## src/rtl/ncc_seq_ctrl_if.sv

```systemverilog
// Handshake and control bundle between the NCC sequencer and its
// descriptor/window sources and the PE array.
interface ncc_seq_ctrl_if #(
    parameter int ROWS         = 16,
    parameter int COLS         = 16,
    parameter int PIX_PER_WORD = 4,
    parameter int WIN_PIXELS   = 640
);
    logic                            start;
    logic                            abort;
    logic                            desc_valid;
    logic                            desc_ready;
    logic                            desc_load;
    logic [ROWS-1:0]                 desc_row_sel;
    logic [COLS/PIX_PER_WORD-1:0]    desc_col_grp;
    logic                            win_valid;
    logic                            win_ready;
    logic                            load_win_reg;
    logic                            load_acc_sum_reg;
    logic                            result_valid;
    logic [$clog2(WIN_PIXELS)-1:0]   result_idx;
    logic                            busy;
    logic                            done;

    modport master (
        output start, abort, desc_valid, win_valid,
        input  desc_ready, desc_load, desc_row_sel, desc_col_grp,
               win_ready, load_win_reg, load_acc_sum_reg,
               result_valid, result_idx, busy, done
    );

    modport slave (
        input  start, abort, desc_valid, win_valid,
        output desc_ready, desc_load, desc_row_sel, desc_col_grp,
               win_ready, load_win_reg, load_acc_sum_reg,
               result_valid, result_idx, busy, done
    );
endinterface

```

## src/rtl/ncc_seq_ctrl.sv

```systemverilog
// Sequencer for the NCC PE array: loads one descriptor word-by-word into the
// array, then streams window pixels and flags valid row-accumulator results.
module ncc_seq_ctrl #(
    parameter int ROWS         = 16,
    parameter int COLS         = 16,
    parameter int PIX_PER_WORD = 4,
    parameter int WIN_PIXELS   = 640
) (
    input  logic                clk,
    input  logic                rst,
    ncc_seq_ctrl_if.slave       bus
);
    localparam int NGRP = COLS / PIX_PER_WORD;
    localparam int CW   = (NGRP > 1) ? $clog2(NGRP) : 1;
    localparam int RW   = (ROWS > 1) ? $clog2(ROWS) : 1;
    localparam int WW   = $clog2(WIN_PIXELS);

    localparam logic [CW-1:0] COL_LAST      = CW'(NGRP - 1);
    localparam logic [RW-1:0] ROW_LAST      = RW'(ROWS - 1);
    localparam logic [WW-1:0] WIN_LAST      = WW'(WIN_PIXELS - 1);
    localparam logic [WW-1:0] WIN_FIRST_RES = WW'(COLS - 1);

    typedef enum logic [1:0] {
        ST_IDLE        = 2'd0,
        ST_DESC_LOAD   = 2'd1,
        ST_WIN_STREAM  = 2'd2,
        ST_DONE        = 2'd3
    } state_t;

    state_t          state_r;
    state_t          state_nxt_s;
    logic [CW-1:0]   col_c_r;
    logic [RW-1:0]   row_c_r;
    logic [WW-1:0]   win_c_r;
    logic            desc_acc_s;
    logic            win_acc_s;
    logic            result_valid_r;
    logic [WW-1:0]   result_idx_r;

    function automatic logic [ROWS-1:0] row_onehot(input logic [RW-1:0] idx);
        return ROWS'(1) << idx;
    endfunction

    function automatic logic [NGRP-1:0] grp_onehot(input logic [CW-1:0] idx);
        return NGRP'(1) << idx;
    endfunction

    // State register.
    always_ff @(posedge clk or posedge rst) begin
        if (rst) begin
            state_r <= ST_IDLE;
        end else begin
            state_r <= state_nxt_s;
        end
    end

    // Next-state and handshake/strobe decode; abort masks every strobe in its cycle.
    always_comb begin
        state_nxt_s           = state_r;
        desc_acc_s            = 1'b0;
        win_acc_s             = 1'b0;
        bus.desc_ready        = 1'b0;
        bus.desc_load         = 1'b0;
        bus.desc_row_sel      = '0;
        bus.desc_col_grp      = '0;
        bus.win_ready         = 1'b0;
        bus.load_win_reg      = 1'b0;
        bus.load_acc_sum_reg  = 1'b0;
        bus.done              = 1'b0;
        bus.busy              = (state_r != ST_IDLE);

        case (state_r)
            ST_IDLE: begin
                if (bus.start && !bus.abort) begin
                    state_nxt_s = ST_DESC_LOAD;
                end else begin
                    state_nxt_s = ST_IDLE;
                end
            end
            ST_DESC_LOAD: begin
                bus.desc_ready   = !bus.abort;
                bus.desc_row_sel = row_onehot(row_c_r);
                bus.desc_col_grp = grp_onehot(col_c_r);
                desc_acc_s       = bus.desc_valid && !bus.abort;
                bus.desc_load    = desc_acc_s;
                if (bus.abort) begin
                    state_nxt_s = ST_IDLE;
                end else if (desc_acc_s && (row_c_r == ROW_LAST) && (col_c_r == COL_LAST)) begin
                    state_nxt_s = ST_WIN_STREAM;
                end else begin
                    state_nxt_s = ST_DESC_LOAD;
                end
            end
            ST_WIN_STREAM: begin
                bus.win_ready        = !bus.abort;
                win_acc_s            = bus.win_valid && !bus.abort;
                bus.load_win_reg     = win_acc_s;
                bus.load_acc_sum_reg = win_acc_s;
                if (bus.abort) begin
                    state_nxt_s = ST_IDLE;
                end else if (win_acc_s && (win_c_r == WIN_LAST)) begin
                    state_nxt_s = ST_DONE;
                end else begin
                    state_nxt_s = ST_WIN_STREAM;
                end
            end
            ST_DONE: begin
                bus.done    = !bus.abort;
                state_nxt_s = ST_IDLE;
            end
            default: begin
                state_nxt_s = ST_IDLE;
            end
        endcase
    end

    // Descriptor and window counters; column group wraps into the row counter.
    always_ff @(posedge clk or posedge rst) begin
        if (rst) begin
            col_c_r <= '0;
            row_c_r <= '0;
            win_c_r <= '0;
        end else if (bus.abort || ((state_r == ST_IDLE) && bus.start)) begin
            col_c_r <= '0;
            row_c_r <= '0;
            win_c_r <= '0;
        end else begin
            if (desc_acc_s) begin
                if (col_c_r == COL_LAST) begin
                    col_c_r <= '0;
                    row_c_r <= (row_c_r == ROW_LAST) ? '0 : row_c_r + RW'(1);
                end else begin
                    col_c_r <= col_c_r + CW'(1);
                end
            end
            if (win_acc_s) begin
                win_c_r <= (win_c_r == WIN_LAST) ? '0 : win_c_r + WW'(1);
            end
        end
    end

    // A result exists once COLS pixels have passed through the row; the index
    // is the window offset of the oldest pixel and holds between results.
    always_ff @(posedge clk or posedge rst) begin
        if (rst) begin
            result_valid_r <= 1'b0;
            result_idx_r   <= '0;
        end else if (bus.abort) begin
            result_valid_r <= 1'b0;
        end else if (win_acc_s && (win_c_r >= WIN_FIRST_RES)) begin
            result_valid_r <= 1'b1;
            result_idx_r   <= win_c_r - WIN_FIRST_RES;
        end else begin
            result_valid_r <= 1'b0;
        end
    end

    assign bus.result_valid = result_valid_r;
    assign bus.result_idx   = result_idx_r;

endmodule

```

## src/flat_wrapper.sv

```systemverilog
// flat-port wrapper written by rule: the top's interface ports become plain ports
module ncc_seq_ctrl_flat 
#(
    parameter int ROWS         = 16,
    parameter int COLS         = 16,
    parameter int PIX_PER_WORD = 4,
    parameter int WIN_PIXELS   = 640
)
  (clk, rst, bus_start, bus_abort, bus_desc_valid, bus_win_valid, bus_desc_ready, bus_desc_load, bus_desc_row_sel, bus_desc_col_grp, bus_win_ready, bus_load_win_reg, bus_load_acc_sum_reg, bus_result_valid, bus_result_idx, bus_busy, bus_done);
  ncc_seq_ctrl_if #(.ROWS(ROWS), .COLS(COLS), .PIX_PER_WORD(PIX_PER_WORD), .WIN_PIXELS(WIN_PIXELS)) bus_i ();
  input  logic clk;
  input  logic rst;
  input wire logic [$bits(bus_i.start)-1:0] bus_start;
  input wire logic [$bits(bus_i.abort)-1:0] bus_abort;
  input wire logic [$bits(bus_i.desc_valid)-1:0] bus_desc_valid;
  input wire logic [$bits(bus_i.win_valid)-1:0] bus_win_valid;
  output wire logic [$bits(bus_i.desc_ready)-1:0] bus_desc_ready;
  output wire logic [$bits(bus_i.desc_load)-1:0] bus_desc_load;
  output wire logic [$bits(bus_i.desc_row_sel)-1:0] bus_desc_row_sel;
  output wire logic [$bits(bus_i.desc_col_grp)-1:0] bus_desc_col_grp;
  output wire logic [$bits(bus_i.win_ready)-1:0] bus_win_ready;
  output wire logic [$bits(bus_i.load_win_reg)-1:0] bus_load_win_reg;
  output wire logic [$bits(bus_i.load_acc_sum_reg)-1:0] bus_load_acc_sum_reg;
  output wire logic [$bits(bus_i.result_valid)-1:0] bus_result_valid;
  output wire logic [$bits(bus_i.result_idx)-1:0] bus_result_idx;
  output wire logic [$bits(bus_i.busy)-1:0] bus_busy;
  output wire logic [$bits(bus_i.done)-1:0] bus_done;
  assign bus_i.start = bus_start;
  assign bus_i.abort = bus_abort;
  assign bus_i.desc_valid = bus_desc_valid;
  assign bus_i.win_valid = bus_win_valid;
  assign bus_desc_ready = bus_i.desc_ready;
  assign bus_desc_load = bus_i.desc_load;
  assign bus_desc_row_sel = bus_i.desc_row_sel;
  assign bus_desc_col_grp = bus_i.desc_col_grp;
  assign bus_win_ready = bus_i.win_ready;
  assign bus_load_win_reg = bus_i.load_win_reg;
  assign bus_load_acc_sum_reg = bus_i.load_acc_sum_reg;
  assign bus_result_valid = bus_i.result_valid;
  assign bus_result_idx = bus_i.result_idx;
  assign bus_busy = bus_i.busy;
  assign bus_done = bus_i.done;
  ncc_seq_ctrl #(.ROWS(ROWS), .COLS(COLS), .PIX_PER_WORD(PIX_PER_WORD), .WIN_PIXELS(WIN_PIXELS)) u_core (.clk(clk), .rst(rst), .bus(bus_i));
endmodule
```

## config.mk

```make
export PLATFORM = sky130hd
export DESIGN_NAME = ncc_seq_ctrl_flat
export DESIGN_NICKNAME = d
export VERILOG_FILES = /design/src/rtl/ncc_seq_ctrl_if.sv /design/src/rtl/ncc_seq_ctrl.sv /design/src/flat_wrapper.sv
export SDC_FILE = /design/constraint.sdc
export NUM_CORES = 1
export LEC_CHECK = 0
export ABC_AREA = 1
export CAP_MARGIN = 0
export CORE_MARGIN = 10
export CORE_UTILIZATION = 50
export DETAILED_ROUTE_END_ITERATION = 8
export GPL_ROUTABILITY_DRIVEN = 1
export PLACE_DENSITY = 0.89
export SLEW_MARGIN = 10
export SYNTH_ARGS = -nofsm -noshare
export SYNTH_HDL_FRONTEND = slang
export SYNTH_SLANG_ARGS = --single-unit
```

## constraint.sdc

```tcl
create_clock -name clk -period 1.6 [get_ports clk]
set_input_delay 0.32 -clock clk [delete_from_list [all_inputs] [get_ports clk]]
set_output_delay 0.32 -clock clk [all_outputs]
set_load 0.01 [all_outputs]
```

Word-level counts from Yosys, hierarchy flattened
Cells that the tools add are included.
- register bits: 29
- bits of input ports: 6
- output and inout bits: 38
- $add $sub $neg: 4
- $lt $le $gt $ge: 1
- eq/ne operators: 6
- shift operators: 2
- muxes and demuxes: 25
- bitwise logic cells: 1
- reductions and logical operators: 17
- operator list (kind ; count):
    10-bit two-way mux ; 3
    4-bit two-way mux ; 5
    16-bit two-way mux ; 1
    1-bit by 4-bit << shifter with 16-bit output (first input constant) ; 1
    2-bit two-way mux ; 6
    10-bit by 1-bit adder with 10-bit output (second input constant) ; 1
    10-bit == test (second input constant) ; 1
    10-bit by 4-bit >= comparator with 1-bit output (second input constant) ; 1
    10-bit by 4-bit subtractor with 10-bit output (second input constant) ; 1
    1-bit two-way mux ; 9
    1-bit logical AND ; 8
    2-bit case mux with 4 select lines ; 1
    2-bit nonzero test ; 4
    2-bit == test (second input constant) ; 3
    4-bit by 1-bit adder with 4-bit output (second input constant) ; 1
    4-bit == test (second input constant) ; 1
    2-bit AND reduction ; 2
    1-bit by 2-bit << shifter with 4-bit output (first input constant) ; 1
    2-bit by 1-bit adder with 2-bit output (second input constant) ; 1
    2-bit by 1-bit == test with 1-bit output (second input constant) ; 1
    2-bit logical NOT ; 1
    1-bit logical NOT ; 1
    1-bit logical OR ; 1
    1-bit inverter ; 1

Depth between registers and ports, before layout
- depth after elaboration: 7
- gate-level depth with buffers: 9
- gate-level depth less buffers: 9

Least setup slack after synthesis
OpenSTA, ideal clock, no wires.
- kind: flip-flop to flip-flop
- start: register u_core.win_c_r[0]
- end: register u_core.result_idx_r[4] (netlist: u_core.bus.result_idx[4])
- library setup time: 118 ps
- data arrival time: 1291 ps
- data required time: 1482 ps
- setup slack: 191 ps
- stages on the path, launching flop included: 9
- path through: dfrtp_1 > ha_1 > nand3_2 > nand4_4 > nor2_4 > nor2_4 > buf_6 > nor2_2 > nor2_2
- cells in the longest elaborated chain, start to end: 3
- elaborated cells on any way between the ends: 4
- classes of those cells: add/sub (1); order compare (1); reduce/logical (2)
- ends and longest elaborated chain (item ; RTL line ; text):
    start, declared ; ncc_seq_ctrl.sv:34 ; logic [WW-1:0] win_c_r;
    start signal, assigned ; ncc_seq_ctrl.sv:137 ; win_c_r <= (win_c_r == WIN_LAST) ? '0 : win_c_r + WW'(1);
    10-bit by 4-bit >= comparator with 1-bit output ; ncc_seq_ctrl.sv:150 ; end else if (win_acc_s && (win_c_r >= WIN_FIRST_RES)) begin
    1-bit logical AND ; ncc_seq_ctrl.sv:150 ;
    2-bit AND reduction (no source line) ; -- ;
    end signal, assigned ; ncc_seq_ctrl.sv:152 ; result_idx_r <= win_c_r - WIN_FIRST_RES;
    end, declared ; ncc_seq_ctrl.sv:38 ; logic [WW-1:0] result_idx_r;
Parallel ways exist; a longest one is shown, timed or not.
A chain may end at the register's enable or synchronous reset.

Final worst setup path
- start: register u_core.row_c_r[1]
- end: output port bus_desc_row_sel[2]
- cells in the longest elaborated chain, start to end: 2
- ends and longest elaborated chain (item ; RTL line ; text):
    start, declared ; ncc_seq_ctrl.sv:33 ; logic [RW-1:0] row_c_r;
    start signal, assigned ; ncc_seq_ctrl.sv:131 ; row_c_r <= (row_c_r == ROW_LAST) ? '0 : row_c_r + RW'(1);
    1-bit by 4-bit << shifter with 16-bit output ; ncc_seq_ctrl.sv:41 ; return ROWS'(1) << idx;
    16-bit two-way mux ; ncc_seq_ctrl.sv:72 ; case (state_r)
    end, declared ; flat_wrapper.sv:19 ; output wire logic [$bits(bus_i.desc_row_sel)-1:0] bus_desc_row_sel;
Every way passes these cells.

==> metrics.csv <==
metric;value;unit
multi_input_area;1167;sq um
num_rows;22;
clock.fmax;580.9;MHz
endpoint_kind;output port;
grt_antenna_before_repair;0;
drt_iter0_markers;250;
cp.depth;5;
pwr-share-comb;0.135;
die_h;82.66;microns
yosys.area_share.simple;0.3410;
crit_chain;buf_4 -> ha_4 -> nand2_4 -> nor2_1 -> buf_2;
worstPathRequired;1.28;ns
viasPerCell;5.382;
synth.largest_area_cell;dfrtp_1;
period_needed;1.722;ns
start_util;0.5283;
synth_edf_count;0;
path_buf_inv;2;
setup-tns-final;-0.9936;ns
violations;setup timing;
skew;0.002971;ns
cts_tree;yes;
finalCritPeriodShare;1.076;
postRouteAntennaNets;0;
p_total;1567;uW
syn2layout_area_growth;44.04;%
firstDrtPassIters;5;
rsz0062_at_grt;true;
pwr-share-clk;0.382;
avgSynthCellArea;7.380;sq um
core-area;3716;sq um
ff_latch_area;728.2;sq um
hold_viol;0;
pwr-share-seq;0.483;
hpwl;4.251;mm
detail_route.wl_per_cell;15.95;microns
synth_warnings;0;
cts-buffers-inserted;5;
die-area;6833;sq um
synth.most_common_cell;nand2_1;
p_switching;425.2;uW
r2r_setup_slack;0.06;ns
pin_count;44;
irDropWorstVdd;0.3610;mV
clk_transition_reported_paths;0.07;ns
worstSetupPathType;flip-flop to output port;
status;finished with violations;
synth_xor_xnor_area_share;0.02231;
htreeDepth;2;
tightest_slew;0.3690;ns
ys_seq_elements;29;
io_buffers;43;
setup_violations;16;
grt_start_max_net_pins;30;
cp_slowest_cell;dfrtp_1;
dieWidth;82.66;microns
grt.busiest_layer;met2;
synth_top_area_share;0.3697;
yosys.area_share.adder;0.07011;
grt_use_met1;0.1969;
grtUsageTotal;0.1777;
first_global_vias;1947;
clk_latency;0.29;ns
max_stage_delay;0.42;ns
async_flop_share;1.000;
crit_family;flip-flops;
grt-ovfl-total;0;
ys_seq_area_frac;0.3697;
nets;363;
powerDensity;554.3;nW/um^2
grt_pass1_wl;9.453;mm
gp_congestion;0.9502;
synth_ff_type;dfrtp_1;
synth_nets;283;
use_met3;0.04428;
grt_use_met2;0.3187;
fillers;234;
slew_violations;0;
start_kind;flip-flop;
drv_cap;0;
cts_root_buf;clkbuf_8;
critPathArrivalTime;1.40;ns
layout-drive-gt1-share;0.3775;
switching_share;0.2713;
p_leak;0.001411;uW
crit_fanout;3;
synth_compound_area_frac;0.07457;
synthCells;266;
worstRegToRegCells;9;
internal_power;1142;uW
hold_path_class;primary input to asynchronous set/reset pin;
synth.area.mux_share;0;
synth.distinct_cells;27;
worst_r2r_endpoint;u_core.row_c_r[3]$_DFFE_PP0P_;
diodes;0;
clkSinkCount;29;
timing.final.ws_setup;-0.1215;ns
synth_area;1963;sq um
vias;2126;
wl;6.301;mm
synth_commonest_cells;nand2_1 (60), nor2_1 (42), inv_1 (40);
clockBufferDepth;2;
synth_top_family_by_area;simple AND/OR/NAND/NOR gates;
synth_area_leaders;dfrtp_1 (37%), nand2_1 (11%), nor2_1 (8.0%), inv_1 (7.6%), ha_1 (7.0%);
post-route-drc-count;0;
r2r-start;u_core.row_c_r[0]$_DFFE_PP0P_;
relSlewSlack;0.7540;
how the worst max path moves through the flow:
stage / end / slack [ns] / start
floorplan: u_core.bus.result_idx[4]$_DFFE_PP0P_ / 0.19 / u_core.win_c_r[0]$_DFFE_PP0P_
global placement: bus_done / -0.44 / bus_abort
detailed placement: bus_done / -0.45 / bus_abort
CTS: bus_desc_row_sel[11] / -0.12 / u_core.row_c_r[1]$_DFFE_PP0P_
global route: bus_desc_row_sel[2] / -0.21 / u_core.row_c_r[1]$_DFFE_PP0P_
finish: bus_desc_row_sel[2] / -0.12 / u_core.row_c_r[1]$_DFFE_PP0P_
repair_timing:
| item | CTS | global route |
|---|---|---|
| hold endpoints to repair | 0 | 0 |
| endpoints found under the setup margin | 27 | 29 |
| pin swaps | 6 | 17 |
| hold buffers | 0 | 0 |
| gates resized for setup | 135 | 26 |
| setup buffers | 5 | 3 |
final cells by class:
| type | count | share of cell area |
|---|---|---|
| Multi-Input combinational cell | 185 | 0.4128 |
| Inverter | 44 | 0.05841 |
| Sequential cell | 29 | 0.2575 |
| Tap cell | 48 | 0.02124 |
| Timing Repair Buffer | 81 | 0.2195 |
| Clock inverter | 3 | 0.006195 |
| Clock buffer | 5 | 0.02434 |
state kept, by name (all words and copies together) (netlist names):
name	cells
u_core.win_c_r	10
u_core.bus.result_idx	10
u_core.row_c_r	4
u_core.col_c_r	2
u_core.bus.result_valid	1
u_core.state_r	2
routing by layer:
metal  wire (microns)  share of wire
met3              461          0.073
met1             2307           0.37
met2             3268           0.52
met4              264          0.042
met5                0              0
metrics by stage:
stage / worst slack, ns / area, sq um / hold slack [ns] / util / instances
after floorplan: 0.1915 / 1963 / 0.3981 / - / 266
after global routing: -0.2057 / 2828 / 0.4677 / 0.7609 / 395
after CTS: -0.1176 / 2735 / 0.4209 / 0.7360 / 392
after detailed placement: -0.4539 / 2616 / 0.4832 / 0.7040 / 379
after global placement: -0.4387 / 2616 / 0.4773 / 0.7040 / 379
final: -0.1215 / 2828 / 0.4192 / 0.7609 / 395
power groups by stage:
| stage | sequential, uW | clock (uW) | combinational, uW |
|---|---|---|---|
| after floorplan | 769 | 0 | 87.1 |
| after global placement | 767 | 0 | 185 |
| after detailed placement | 767 | 0 | 190 |
| after CTS | 756 | 598 | 199 |
| after global routing | 758 | 655 | 229 |
| final | 757 | 599 | 212 |
tightest hold or removal path, delay by kind of cell:
family	cells	cell delay (ns)
buffers and inverters	3	0.80
kinds of logic after synthesis:
kind of cell	after synthesis
xor+xnor	5
fa+ha+maj	11
flops	29
simple gates	143
buf+inv	52
compound gates	26
layout by cell type, fill, tap and decap left out, types with 4 or more instances in the layout:
master | netlist | routed
nand4_1 | 6 | 6
buf_4 | 2 | 33
buf_2 | 0 | 25
inv_2 | 3 | 13
nor3_1 | 4 | 4
o21ai_0 | 18 | 18
nor2_2 | 4 | 10
inv_1 | 40 | 30
nand2_2 | 2 | 9
ha_4 | 0 | 7
nand3_1 | 15 | 15
nor2_1 | 42 | 34
xor2_1 | 5 | 5
clkdlybuf4s50_1 | 0 | 15
clkbuf_8 | 0 | 5
nor2_4 | 4 | 6
dfrtp_1 | 29 | 27
nand2_1 | 60 | 50
Note: power is estimated with default switching activity, not from simulation.
